**config.mk**
```make
export PLATFORM = sky130hd
export DESIGN_NAME = spi_slave
export DESIGN_NICKNAME = d
export VERILOG_FILES = /design/src/rtl/spi_pkg.sv /design/src/rtl/spi_sync.sv /design/src/rtl/spi_slave.sv
export SDC_FILE = /design/constraint.sdc
export NUM_CORES = 1
export LEC_CHECK = 0
export ABC_AREA = 0
export CAP_MARGIN = 20
export CORE_MARGIN = 8
export CORE_UTILIZATION = 49
export DETAILED_ROUTE_END_ITERATION = 10
export GPL_ROUTABILITY_DRIVEN = 0
export GPL_TIMING_DRIVEN = 0
export PLACE_DENSITY = 0.75
export SLEW_MARGIN = 10
export SYNTH_ARGS = -nofsm -noshare
export SYNTH_HDL_FRONTEND = slang
export SYNTH_SLANG_ARGS = --single-unit
```
**constraint.sdc**
```tcl
create_clock -name clk_i -period 1.64 [get_ports clk_i]
set_input_delay 0.328 -clock clk_i [delete_from_list [all_inputs] [get_ports clk_i]]
set_output_delay 0.328 -clock clk_i [all_outputs]
set_load 0.02 [all_outputs]
```
**src/rtl/spi_pkg.sv**
```systemverilog
// Shared types and bit-order helpers for the oversampling SPI slave.
package spi_pkg;

  localparam int BYTE_W = 8;

  typedef enum logic {IDLE, ACTIVE} spi_state_t;

  typedef struct packed {
    logic cpol;
    logic cpha;
    logic msb;
  } spi_mode_t;

  // MSB-first shifts left (new bit at 0); LSB-first shifts right (new bit at 7).
  function automatic logic [BYTE_W-1:0] rx_shift(input logic [BYTE_W-1:0] sr,
                                                 input logic bit_in,
                                                 input logic msb);
    if (msb) return {sr[BYTE_W-2:0], bit_in};
    else     return {bit_in, sr[BYTE_W-1:1]};
  endfunction

  function automatic logic tx_bit(input logic [BYTE_W-1:0] sr, input logic msb);
    return msb ? sr[BYTE_W-1] : sr[0];
  endfunction

  function automatic logic [BYTE_W-1:0] tx_next(input logic [BYTE_W-1:0] sr,
                                                input logic msb);
    if (msb) return {sr[BYTE_W-2:0], 1'b0};
    else     return {1'b0, sr[BYTE_W-1:1]};
  endfunction

endpackage

```
**src/rtl/spi_sync.sv**
```systemverilog
// Two-flop synchronizer with a history flop for edge detection.
module spi_sync (
  input  logic clk_i,
  input  logic rst_i,
  input  logic d,
  output logic q,
  output logic rise,
  output logic fall
);

  logic meta_p0;
  logic sync_p1;
  logic hist_p2;

  always_ff @(posedge clk_i) begin
    if (!rst_i) begin
      meta_p0 <= 1'b0;
      sync_p1 <= 1'b0;
      hist_p2 <= 1'b0;
    end else begin
      meta_p0 <= d;
      sync_p1 <= meta_p0;
      hist_p2 <= sync_p1;
    end
  end

  assign q    = sync_p1;
  assign rise = sync_p1 & ~hist_p2;
  assign fall = ~sync_p1 & hist_p2;

endmodule

```
**src/rtl/spi_slave.sv**
```systemverilog
// Byte-oriented SPI slave, all four CPOL/CPHA modes, oversampled in the clk_i domain.
module spi_slave
  import spi_pkg::*;
(
  input  logic              clk_i,
  input  logic              rst_i,
  input  logic              ena_i,
  input  logic              tx_ena,
  input  logic [BYTE_W-1:0] tx_data,
  input  logic              MSB,
  input  logic              CPOL,
  input  logic              CPHA,
  input  logic              CS,
  input  logic              SCK,
  input  logic              MOSI,
  output logic              MISO,
  output logic              done,
  output logic [BYTE_W-1:0] rx_data
);

  localparam logic [2:0] LAST_BIT = 3'(BYTE_W - 1);

  logic cs_q, cs_rise, cs_fall;
  logic sck_q, sck_rise, sck_fall;
  logic mosi_q, mosi_rise, mosi_fall;

  spi_sync u_sync_cs   (.clk_i(clk_i), .rst_i(rst_i), .d(CS),   .q(cs_q),   .rise(cs_rise),   .fall(cs_fall));
  spi_sync u_sync_sck  (.clk_i(clk_i), .rst_i(rst_i), .d(SCK),  .q(sck_q),  .rise(sck_rise),  .fall(sck_fall));
  spi_sync u_sync_mosi (.clk_i(clk_i), .rst_i(rst_i), .d(MOSI), .q(mosi_q), .rise(mosi_rise), .fall(mosi_fall));

  logic unused_sync;
  assign unused_sync = cs_q | sck_q | mosi_rise | mosi_fall;

  spi_state_t        state;
  spi_mode_t         mode;
  logic [2:0]        bit_cnt;
  logic [BYTE_W-1:0] rx_sr;
  logic [BYTE_W-1:0] tx_sr;

  logic              lead_edge, trail_edge, sample_edge, shift_edge;
  logic [BYTE_W-1:0] tx_load;
  logic [BYTE_W-1:0] rx_next;

  assign lead_edge   = mode.cpol ? sck_fall : sck_rise;
  assign trail_edge  = mode.cpol ? sck_rise : sck_fall;
  assign sample_edge = mode.cpha ? trail_edge : lead_edge;
  assign shift_edge  = mode.cpha ? lead_edge  : trail_edge;
  assign tx_load     = tx_ena ? tx_data : '0;
  assign rx_next     = rx_shift(rx_sr, mosi_q, mode.msb);

  always_ff @(posedge clk_i) begin
    if (!rst_i) begin
      state   <= IDLE;
      mode    <= '0;
      bit_cnt <= '0;
      rx_sr   <= '0;
      tx_sr   <= '0;
      MISO    <= 1'b0;
      done    <= 1'b0;
      rx_data <= '0;
    end else begin
      done <= 1'b0;
      case (state)
        IDLE: begin
          if (cs_rise && ena_i) begin
            state   <= ACTIVE;
            mode    <= '{cpol: CPOL, cpha: CPHA, msb: MSB};
            bit_cnt <= '0;
            rx_sr   <= '0;
            // CPHA=0 needs the first bit on the wire before the first sample edge.
            if (CPHA) begin
              tx_sr <= tx_load;
            end else begin
              MISO  <= tx_bit(tx_load, MSB);
              tx_sr <= tx_next(tx_load, MSB);
            end
          end
        end
        ACTIVE: begin
          // CS deselect takes priority over any coincident SCK edge.
          if (cs_fall || !ena_i) begin
            state   <= IDLE;
            bit_cnt <= '0;
            MISO    <= 1'b0;
          end else if (sample_edge) begin
            rx_sr   <= rx_next;
            bit_cnt <= bit_cnt + 3'd1;
            if (bit_cnt == LAST_BIT) begin
              rx_data  <= rx_next;
              done     <= 1'b1;
              // Next byte's first bit goes out on the following shift edge.
              tx_sr    <= tx_load;
              mode.msb <= MSB;
            end
          end else if (shift_edge) begin
            MISO  <= tx_bit(tx_sr, mode.msb);
            tx_sr <= tx_next(tx_sr, mode.msb);
          end
        end
        default: state <= IDLE;
      endcase
    end
  end

endmodule

```
=== Word level (Yosys, flattened, before mapping) ===
Cells that the tools add are included.

* Register bits after elaboration: 41
* Logic and storage cells: 93
* Output and inout port bits: 10

* $add $sub $neg: 1
* Eq/ne operators: 11
* Reductions and logical operators: 11
* Multiplexer cells: 40
* Bitwise gates (word level): 12

{| class="wikitable"
|+ Operator list
! operator !! count
|-
| 8-bit 2-to-1 mux || 13
|-
| 8-bit one-hot mux with 2 select lines || 2
|-
| 1-bit 2-to-1 mux || 18
|-
| 4-bit AND reduction || 4
|-
| 3-bit 2-to-1 mux || 3
|-
| 3-bit by 1-bit != test with 1-bit output, second input constant || 3
|-
| 1-bit inverter || 8
|-
| 2-bit != test, second input constant || 3
|-
| 3-bit by 2-bit != test with 1-bit output, second input constant || 2
|-
| 1-bit one-hot mux with 2 select lines || 3
|-
| 3-bit one-hot mux with 2 select lines || 1
|-
| 1-bit AND || 4
|-
| 2-bit by 1-bit != test with 1-bit output, second input constant || 2
|-
| 2-bit AND reduction || 2
|-
| 4-bit OR reduction || 1
|-
| 3-bit by 1-bit adder with 3-bit output, second input constant || 1
|-
| 3-bit equality test, second input constant || 1
|-
| 3-bit AND reduction || 1
|-
| 1-bit logical AND || 1
|-
| 1-bit zero test || 1
|-
| 1-bit logical OR || 1
|}

=== Logic depth before layout (Yosys ltp) ===
* Word-level depth: 8
* Gate-level depth with buffers: 7
* Gate-level depth less buffers: 6

=== Modules after synthesis ===
From an unflattened synthesis, not the netlist that was laid out.

* Cells, all modules: 231
* Area total of the unflattened synthesis: 2125.8 µm²

{| class="wikitable"
|+ By module, submodules not included
! module !! cells each !! instances !! area each (µm²)
|-
| spi_slave || 207 || 1 || 1851.8
|-
| spi_sync || 8 || 3 || 91.3
|}

=== Worst setup path after synthesis ===
Ideal clock, no wire load.

* Path type: reg2reg
* From: register mode[1] in the netlist's numbering
* To: register tx_sr[7]
* Data arrival time: 1.486 ns
* Setup slack: 0.031 ns
* Period minus slack after synthesis: 1.609 ns
* Stages on the path, launching flop included: 6
* Buffers on the path: 0
* Path through: dfxtp_1 -> xor2_2 -> mux2_4 -> and4_1 -> a311oi_1 -> a21oi_1

* Longest elaborated chain between the ends: 4

{| class="wikitable"
|+ RTL lines
! element !! RTL line !! text
|-
| start, declared || spi_slave.sv:35 || <nowiki>spi_mode_t mode;</nowiki>
|-
| start signal, assigned || spi_slave.sv:67 || <nowiki>mode <= '{cpol: CPOL, cpha: CPHA, msb: MSB};</nowiki>
|-
| 1-bit 2-to-1 mux || spi_slave.sv:46 || <nowiki>assign sample_edge = mode.cpha ? trail_edge : lead_edge;</nowiki>
|-
| 8-bit 2-to-1 mux || spi_slave.sv:85 || <nowiki>end else if (sample_edge) begin</nowiki>
|-
| 8-bit 2-to-1 mux || spi_slave.sv:81 || <nowiki>if (cs_fall || !ena_i) begin</nowiki>
|-
| 8-bit one-hot mux with 2 select lines || spi_slave.sv:63 || <nowiki>case (state)</nowiki>
|-
| end signal, assigned || spi_slave.sv:72 || <nowiki>tx_sr <= tx_load;</nowiki>
|-
| end signal, assigned || spi_slave.sv:75 || <nowiki>tx_sr <= tx_next(tx_load, MSB);</nowiki>
|-
| end signal, assigned || spi_slave.sv:92 || <nowiki>tx_sr <= tx_load;</nowiki>
|-
| end, declared || spi_slave.sv:38 || <nowiki>logic [BYTE_W-1:0] tx_sr;</nowiki>
|}

Parallel ways exist; a longest one is shown, timed or not. The select of a mux whose other input is x is not followed.
A chain may end at the register's enable or synchronous reset.

=== Worst setup path after layout ===
* From: register mode[1] in the netlist's numbering
* To: register rx_sr[0]

* Longest elaborated chain between the ends: 3

{| class="wikitable"
|+ RTL lines
! element !! RTL line !! text
|-
| 1-bit 2-to-1 mux || spi_slave.sv:46 ||
|-
| 2-bit by 1-bit != test with 1-bit output (no line) || - ||
|-
| 3-bit AND reduction (no line) || - ||
|-
| end signal, assigned || spi_slave.sv:86 || <nowiki>rx_sr <= rx_next;</nowiki>
|-
| end, declared || spi_slave.sv:37 || <nowiki>logic [BYTE_W-1:0] rx_sr;</nowiki>
|}

No other way between the ends.

==> impl_metrics.tcl <==
set metrics [dict create \
    initial_core_util 0.499 \
    r2r_slack_ns -0.05 \
    nets 308 \
    dp_cells 323 \
    path_class "reg -> reg" \
    die_height_um 81.9 \
    rsz0062_at_grt "yes" \
    cts_made_buffers 5 \
    avgRoutedWirePerCell_um 16.2 \
    drc_errors 0 \
    synth_sequential_area_ratio 0.385 \
    synth_cells 246 \
    peakVddDrop_mv 0.643 \
    period_share 1.03 \
    min_to "u_sync_sck.q" \
    end_kind "flip-flop" \
    ant_nets 0 \
    violations "negative setup slack" \
    die_width_um 81.9 \
    path_clk_slew_ns 0.08 \
    m1WireLength_mm 2.55 \
    cts_max_level 2 \
    ys_top_cells_by_area "dfxtp_1 (39%), mux2i_1 (8.9%), and2_1 (4.7%)" \
    hold_viol 0 \
    max_freq_mhz 592 \
    clock_latency_ns 0.30 \
    arrival_ns 1.88 \
    syn_nets 266 \
    fin_ws_ns -0.0488 \
    fin_skew_ns 0.00978 \
    drt_iter0_markers 155 \
    ys_warn_count 0 \
    critPathTopFamily "compound AO/OA/AOI/OAI gates" \
    max_stage_delay_ns 0.40 \
    hold_class "reg -> reg" \
    clk_path_buf_depth 2 \
    dp.final_hpwl_mm 3.61 \
    ys_types 45 \
    grt_max_degree 13 \
    root_buffer "clkbuf_8" \
    antenna_found_initial 0 \
    synth-seq-cells 41 \
    cp_data_required_time_ns 1.83 \
    avgSynthCellArea_um2 8.66 \
    grt_pass1_wl_mm 8.27 \
    async_flop_share 0 \
    wl_met2_mm 2.53 \
    drive_gt1_frac 0.205 \
    synth-edff-count 0 \
    grt.total_usage 0.157 \
    post-place-ws_ns -0.432 \
    numPortBuffers 25 \
    diodes 0 \
    clkSinkCount 41 \
    holdWs_ns 0.437 \
    status "finished with violations" \
    tightest_slew_ns 0.676 \
    final_common_cell "dfxtp_1" \
    min_path_cells 1 \
    synthFlopType "dfxtp_1" \
    syn2layout_area_growth_pct 28.6 \
    row_count 24 \
    post-route-util 0.642 \
    power_density_nw_per_um2 708 \
    yosysTopAreaCell "dfxtp_1" \
    viasPerCell 5.72 \
    fp.dieArea_um2 6710 \
    fin_cells 340 \
    design_area_um2 2740 \
    dr_wl_met3_um 364 \
    synth_top_area_frac 0.385 \
    total_leakage_power_nw 1.03 \
    layout_common_cells "dfxtp_1 (39), clkdlybuf4s50_1 (22), mux2i_1 (19), o21ai_0 (19), inv_1 (17)" \
    crit_path_start_kind "flip-flop" \
    io_pins 28 \
    drtPass1Iterations 4 \
    grt-ovfl-total 0 \
    finalSetupViolations 8 \
    reg2regPathDepth 5 \
    hp-start "u_sync_sck.meta_p0" \
    worstReg2RegEnd "rx_sr[0]" \
    r2r-start "mode[1]" \
    cts_tree "done" \
    first_global_vias 1820 \
    layout_min_cycle_time_ns 1.69 \
    vias 1945 \
    crit_buf_inv 0 \
    path_cells "xor2_4, mux2_4, a21oi_4, o22ai_1, and2_1" \
    cts_hold_buf 0 \
    max_slew_margin 0.549 \
    place_area_um2 2440 \
    critPathSlowestCell "dfxtp_4" \
    maxCapViolations 0 \
    cp_max_fo 8 \
    slew_violations 0 \
    top_layer_used "met4" \
    drt_wl_total_mm 5.50 \
    core_area_um2 4260 \
    syn_area_um2 2130 \
]
==> logic make-up (layout without fill, tap and decap cells) <==
| logic type | count (synthesis) | count (layout) | share of synthesized area |
|---|---|---|---|
| buffers and inverters | 34 | 76 | 0.0729 |
| DFF | 41 | 41 | 0.385 |
| xor gates and xnor gates | 2 | 2 | 0.0118 |
| muxes | 21 | 21 | 0.103 |
| and+or+nand+nor | 70 | 70 | 0.175 |
| AOI/OAI and AO/OA | 76 | 76 | 0.241 |
| adders and majority gates | 2 | 2 | 0.0117 |
==> metal layers <==
layer,GRT usage,vias up
li1,-,957
met1,0.194,907
met2,0.256,75
met3,0.0460,6
met4,0.0544,0
met5,0,-
==> how the worst max path moves through the flow <==
stage / cells after the start / startpoint / to
2_1_floorplan: 5 / mode[1] / tx_sr[7]
3_3_place_gp: 5 / ena_i / mode[2]
3_5_place_dp: 5 / ena_i / mode[2]
4_1_cts: 7 / bit_cnt[0] / tx_sr[6]
5_1_grt: 5 / mode[1] / rx_sr[1]
6_report: 5 / mode[1] / rx_sr[0]
==> through the flow <==
step	power, mW	TNS [ns]
after floorplan	1.18	0
after global placement	1.26	-7.36
after detailed placement	1.26	-7.43
after CTS	1.93	-0.00677
after global routing	2.01	-1.33
final	1.94	-0.223
==> final cells by class <==
| cell class | instances | area (um^2) |
|---|---|---|
| clock buffer | 6 | 82.6 |
| buffer | 16 | 91.3 |
| sequential | 41 | 828 |
| fill | 373 | 1530 |
| timing repair buffer | 36 | 349 |
| clock inverter | 1 | 7.51 |
| tap | 52 | 65.1 |
| inverter | 17 | 63.8 |
| multi-input combinational | 171 | 1250 |
==> synthesized netlist by cell type, types with 2 or more instances <==
cell type  instances
dfxtp_1           41
nor2_1            22
o21ai_0           20
mux2i_1           19
inv_1             17
and2_1            16
a21oi_1           12
clkbuf_1          10
o22ai_1            9
a211oi_1           8
a31oi_1            8
nand2_1            8
and3_1             6
buf_2              4
nand2b_1           4
nand3_1            4
buf_6              3
nor3_1             3
o21ai_1            3
o21bai_1           3
ha_1               2
==> sequential cells by signal, summed over array words and instances, names as in the netlist <==
register,flops
rx_data,8
rx_sr,8
tx_sr,8
bit_cnt,3
mode,3
MISO,1
done,1
state,1
u_sync_cs.hist_p2,1
u_sync_cs.meta_p0,1
u_sync_cs.q,1
u_sync_mosi.meta_p0,1
u_sync_mosi.q,1
u_sync_sck.hist_p2,1
u_sync_sck.meta_p0,1
u_sync_sck.q,1
==> power breakdown <==
group / internal (mW) / switching, mW / total (mW) / leakage, nW
registers: 1.01 / 0.0147 / 1.03 / 0.334
logic: 0.102 / 0.126 / 0.229 / 0.648
clock network: 0.333 / 0.350 / 0.683 / 0.0433
==> timing repair <==
item                       4_1_cts  5_1_grt
buffers inserted                 6        3
setup endpoints to repair       29       21
pin swaps                        5       21
resized for setup                8       28
cloned                           0        2
No activity file was read; power rests on OpenSTA's default activity.
